[config.mk]
export PLATFORM = sky130hd
export DESIGN_NAME = parity_engine
export DESIGN_NICKNAME = d
export VERILOG_FILES = /design/src/rtl/parity_pkg.sv /design/src/rtl/parity_calc.sv /design/src/rtl/parity_engine.sv
export SDC_FILE = /design/constraint.sdc
export NUM_CORES = 1
export LEC_CHECK = 0
export CORE_MARGIN = 2
export CORE_UTILIZATION = 35
export CTS_CLUSTER_DIAMETER = 60
export DETAILED_ROUTE_END_ITERATION = 8
export HOLD_SLACK_MARGIN = 0.12
export PLACE_DENSITY = 0.82
export SYNTH_ARGS = -nofsm -noshare
export SYNTH_HDL_FRONTEND = slang
export SYNTH_HIERARCHICAL = 1
export SYNTH_SLANG_ARGS = --single-unit
[constraint.sdc]
create_clock -name clk -period 1.1 [get_ports clk]
set_input_delay 0.275 -clock clk [delete_from_list [all_inputs] [get_ports clk]]
set_output_delay 0.275 -clock clk [all_outputs]
set_load 0.02 [all_outputs]
[src/rtl/parity_pkg.sv]
// Shared definitions for the parity stage: mode encodings, the check-result
// record and the parity helper used by every parity_calc instance.
package parity_pkg;

   // Parity mode encodings as seen on odd_mode.
   localparam logic PAR_EVEN = 1'b0;
   localparam logic PAR_ODD  = 1'b1;

   // Widest payload the helper accepts; narrower payloads are zero-extended,
   // which leaves the XOR-reduce unchanged.
   localparam int PAR_MAX_W = 256;

   // Registered check result reported alongside chk_data.
   typedef struct packed {
      logic done;
      logic err;
   } chk_status_t;

   // Parity bit that makes the total ones count even (mode 0) or odd (mode 1).
   function automatic logic parity_of(input logic [PAR_MAX_W-1:0] data,
                                      input logic                 odd_mode);
      return (^data) ^ odd_mode;
   endfunction

endpackage

[src/rtl/parity_calc.sv]
// Combinational parity bit for a DATA_W-bit payload under the selected mode.
module parity_calc
   import parity_pkg::*;
#(
   parameter int DATA_W = 5
) (
   input  logic [DATA_W-1:0] data,
   input  logic              odd_mode,
   output logic              p
);

   logic [PAR_MAX_W-1:0] data_ext_s;

   // Zero-extend the payload and apply the shared parity helper.
   always_comb begin
      data_ext_s             = {PAR_MAX_W{1'b0}};
      data_ext_s[DATA_W-1:0] = data;
      p                      = parity_of(data_ext_s, odd_mode);
   end

endmodule

[src/rtl/parity_engine.sv]
// Parity generator/checker for DATA_W-bit words with even/odd selection.
// Transmit: one-deep valid/ready output register appending parity in bit 0.
// Receive: one-cycle check pulse with payload and mismatch flag.
// Build option PARITY_ERR_CNT_EN: when defined, a sticky error flag and a
// saturating CNT_W-bit mismatch counter (cleared by err_clr) are implemented;
// otherwise both outputs are tied low and err_clr is ignored.
module parity_engine
   import parity_pkg::*;
#(
   parameter int DATA_W = 5,
   parameter int CNT_W  = 8
) (
   input  logic              clk,
   input  logic              n_rst,
   input  logic              odd_mode,
   // transmit side
   input  logic              gen_valid,
   output logic              gen_ready,
   input  logic [DATA_W-1:0] gen_data,
   output logic              out_valid,
   input  logic              out_ready,
   output logic [DATA_W:0]   out_word,
   // receive side
   input  logic              chk_valid,
   input  logic [DATA_W:0]   chk_word,
   output logic              chk_done,
   output logic              chk_err,
   output logic [DATA_W-1:0] chk_data,
   // error bookkeeping
   input  logic              err_clr,
   output logic              err_sticky,
   output logic [CNT_W-1:0]  err_cnt
);

   // ------------------------------------------------------------------
   // Transmit path
   // ------------------------------------------------------------------
   logic              gen_p_s;
   logic              gen_accept_s;
   logic              out_valid_r;
   logic [DATA_W:0]   out_word_r;

   parity_calc #(
      .DATA_W   (DATA_W)
   ) u_gen_calc (
      .data     (gen_data),
      .odd_mode (odd_mode),
      .p        (gen_p_s)
   );

   // The output register can take a new word when empty or draining this cycle.
   assign gen_ready    = !out_valid_r || out_ready;
   assign gen_accept_s = gen_valid && gen_ready;

   // Output register: capture on accept, empty on drain, otherwise hold stable.
   always_ff @(posedge clk or negedge n_rst) begin
      if (!n_rst) begin
         out_valid_r <= 1'b0;
         out_word_r  <= {(DATA_W+1){1'b0}};
      end else if (gen_accept_s) begin
         out_valid_r <= 1'b1;
         out_word_r  <= {gen_data, gen_p_s};
      end else if (out_ready) begin
         out_valid_r <= 1'b0;
         out_word_r  <= out_word_r;
      end else begin
         out_valid_r <= out_valid_r;
         out_word_r  <= out_word_r;
      end
   end

   assign out_valid = out_valid_r;
   assign out_word  = out_word_r;

   // ------------------------------------------------------------------
   // Receive path
   // ------------------------------------------------------------------
   logic              chk_p_s;
   logic              mismatch_s;
   logic              chk_bad_s;
   chk_status_t       chk_status_r;
   logic [DATA_W-1:0] chk_data_r;

   parity_calc #(
      .DATA_W   (DATA_W)
   ) u_chk_calc (
      .data     (chk_word[DATA_W:1]),
      .odd_mode (odd_mode),
      .p        (chk_p_s)
   );

   assign mismatch_s = (chk_p_s != chk_word[0]);
   assign chk_bad_s  = chk_valid && mismatch_s;

   // Check result register: one-cycle pulse per received word, payload held.
   always_ff @(posedge clk or negedge n_rst) begin
      if (!n_rst) begin
         chk_status_r <= '{done: 1'b0, err: 1'b0};
         chk_data_r   <= {DATA_W{1'b0}};
      end else if (chk_valid) begin
         chk_status_r <= '{done: 1'b1, err: mismatch_s};
         chk_data_r   <= chk_word[DATA_W:1];
      end else begin
         chk_status_r <= '{done: 1'b0, err: 1'b0};
         chk_data_r   <= chk_data_r;
      end
   end

   assign chk_done = chk_status_r.done;
   assign chk_err  = chk_status_r.err;
   assign chk_data = chk_data_r;

   // ------------------------------------------------------------------
   // Error bookkeeping
   // ------------------------------------------------------------------
`ifdef PARITY_ERR_CNT_EN
   logic              err_sticky_r;
   logic              err_sticky_nxt_s;
   logic [CNT_W-1:0]  err_cnt_r;
   logic [CNT_W-1:0]  err_cnt_nxt_s;

   // Next error state: clear has priority, counter saturates at all-ones.
   always_comb begin
      err_sticky_nxt_s = err_sticky_r;
      err_cnt_nxt_s    = err_cnt_r;
      if (err_clr) begin
         err_sticky_nxt_s = 1'b0;
         err_cnt_nxt_s    = {CNT_W{1'b0}};
      end else if (chk_bad_s) begin
         err_sticky_nxt_s = 1'b1;
         if (err_cnt_r != {CNT_W{1'b1}}) begin
            err_cnt_nxt_s = err_cnt_r + CNT_W'(1'b1);
         end else begin
            err_cnt_nxt_s = err_cnt_r;
         end
      end else begin
         err_sticky_nxt_s = err_sticky_r;
         err_cnt_nxt_s    = err_cnt_r;
      end
   end

   // Error state registers, updated on the same edge as the check result.
   always_ff @(posedge clk or negedge n_rst) begin
      if (!n_rst) begin
         err_sticky_r <= 1'b0;
         err_cnt_r    <= {CNT_W{1'b0}};
      end else begin
         err_sticky_r <= err_sticky_nxt_s;
         err_cnt_r    <= err_cnt_nxt_s;
      end
   end

   assign err_sticky = err_sticky_r;
   assign err_cnt    = err_cnt_r;
`else
   logic unused_err_s;

   // Bookkeeping is not built: inputs only feed a sink, outputs read zero.
   assign unused_err_s = err_clr ^ chk_bad_s;
   assign err_sticky   = 1'b0;
   assign err_cnt      = {CNT_W{1'b0}};
`endif

endmodule

==> summary.md <==
| Metric | Value |
|---|---|
| Outcome | finished, violations left |
| Failing checks | setup timing |
| DIE AREA | 2460 um2 |
| DR vias | between 500 and 600 |
| Port-buffer cells | 31 |
| GRT Util Overall | 0.151 |
| CP endpoint kind | primary output |
| Hold slack | 0.241 ns |
| Initial DRC Count | 2 |
| Maximum VDD drop | 0.609 mV |
| Area grow syn2layout | 65.3% |
| Worst slack, placed | -0.702 ns |
| Unrepaired setup endpoints after global routing | yes |
| Footprint of the multi-input gates | 379 um2 |
| Commonest non-fill, non-tap cell in the layout | buf_6 |
| Gate Count Post-Synth | between 40 and 50 |
| Final Skew | 0.000540 ns |
| Chip width | 49.6 um |
| H-tree Lvls | 1 |
| Final hold violation count | 0 |
| Total core area | just under 2000 um2 |
| Share of cells above drive strength 1 | 0.606 |
| Power Total | 1.68 mW |
| Max clock buf depth | 2 |
| Register area | about 350 um2 |
| #FFs+latches synth | 14 |
| First-pass GRT wire length | 2660 um |
| Wire per inst | 13.5 um |
| DRC violations left | 0 |
| Multiplexer share of the synthesized area | 0.201 |
| Ports | 42 |
| Synth Area in Simple Gates | 0.0533 |
| Fin crit share | 1.06 |
| CTS sink count | 14 |
| Placed cells | between 100 and 150 |
| Max-Cap Viols | 0 |
| Non-Filler Instances | between 100 and 150 |
| Post-synthesis sequential area ratio | 0.481 |
| CTS root buf | clkbuf_4 |
| Detail Route Antenna Nets | 0 |
| Post-Synth XOR/XNOR Area | 0.167 |
| Via density per instance | about 4.2 |
| Crit path required time | 0.82 ns |
| Inserted Clock Buffers | 3 |
| PwrDens | 1400 nW/um2 |
| Initial core utilization | 0.371 |
| Worst Hold Depth | 2 |
| Crit path time final | around 1.2 ns |
| Final worst slack | -0.0659 ns |
| Clk_lat worst skew | 0.28 ns |
| DR pass1 iterations | 4 |
| Most frequent cells in the layout | buf_6, dfrtp_1, buf_4, conb_1 |
| Antenna diodes | 0 |
| Largest family of logic cells by synthesized area | multiplexers |
| Worst setup path class | flop to primary output |
| Max-slew violations | 0 |
| Adder-cell share of the synthesized area | 0 |
| Synth Area in Compound Gates | 0 |
| Number of core rows | 16 |
| Leakage | just over 0.6 nW |
| Syn Std Cell Area | 728 um2 |
| Hold Path Class | primary input to flop |
| Gpl congestion | 0.727 |
| DP HPWL | 1220 um |
| Final net count | roughly 110 |
| Clock transition at path regs | 0.08 ns |
| Die Y | slightly below 50 um |
| Initial antenna violation count | 0 |
| Yosys cell types | 13 |
| Vias in the first global route | about 540 |
| Fillers | 159 |
| Crit path arrival time | roughly 0.9 ns |
| Synthesis Warnings | 6 |
| Final setup vio count | 9 |
| Syn avg cell area | 15.2 um2 |
| GRT Residual Overflow | 0 |
| Fmax | 0.858 GHz |
| Type of origin of the critical path | flop |
| TritonCTS clock tree | yes |
| Largest net degree at the start of global routing | 15 |
| Cts hold-fix bufs | 0 |
| Reg2reg path depth | 4 |
| CP max FO | 2 |
| Final WL | 1640 um |
==> logic make-up after synthesis <==
| logic type | Yosys count |
|---|---|
| xor+xnor | 9 |
| mux | 11 |
| buf+inv | 9 |
| flops | 14 |
| other cells | 1 |
| simple gates | 4 |
==> power breakdown <==
part           internal, mW  leakage, nW  switching, mW
registers             0.587        0.163         0.0530
logic                 0.405        0.426          0.272
clock network         0.201       0.0210          0.164
total                  1.19        0.610          0.489
==> Yosys cell counts, drive strengths merged <==
master | n | area, um2
xnor3 | 2 | 45.0
mux2 | 11 | 146
dfrtp | 14 | 350
xnor2 | 6 | 67.6
nand2b | 1 | 13.8
nand2 | 1 | 11.3
xor2 | 1 | 8.76
and2 | 1 | 6.26
conb | 1 | 3.75
or2b | 1 | 7.51
buf | 9 | 67.6
==> worst paths after layout <==
check                         endpoint        start  slack [ns]
hold / removal             chk_data[1]  chk_word[2]        0.24
max in group asynchronous    out_valid        n_rst        0.61
min in group asynchronous  out_word[0]        n_rst        0.31
setup / recovery             gen_ready    out_valid       -0.07
hold reg to reg            chk_data[2]  chk_data[2]        0.54
setup reg to reg           out_word[5]    out_valid       -0.04
==> registers in the layout, indices dropped and copies added (netlist names) <==
signal,count
chk_data,5
chk_done,1
chk_err,1
out_valid,1
out_word,6
==> critical path, stage by stage (launching register included) <==
cell      delay [ns]
dfrtp_2         0.43
nand2b_4        0.08
buf_6           0.11
==> cell type report <==
class                   instances  share of cell area
repair buffers                 43               0.335
multi-input cells              33               0.315
clock buffers                   4              0.0301
well taps                      27              0.0281
flip-flops and latches         14               0.292
==> what timing repair did <==
item,in CTS,in global routing
setup endpoints to repair,26,22
pin swaps,6,6
gates resized for setup,111,14
setup buffers,5,3
==> through the flow <==
stage                     utilization  instance area (um2)  TNS [ns]
after CTS                       0.591                 1160    -0.377
after detailed placement        0.551                 1080     -7.28
final                           0.614                 1200    -0.322
after global placement          0.551                 1080     -6.99
after floorplan                     -                  774    -0.150
after global routing            0.614                 1200    -0.837
==> metal layers <==
metal	GRT usage	wire length, um
met1	0.167	598
met2	0.260	918
met3	0.0333	96
met4	0.0972	23
met5	0	0
(Power assumes the default switching activity.)
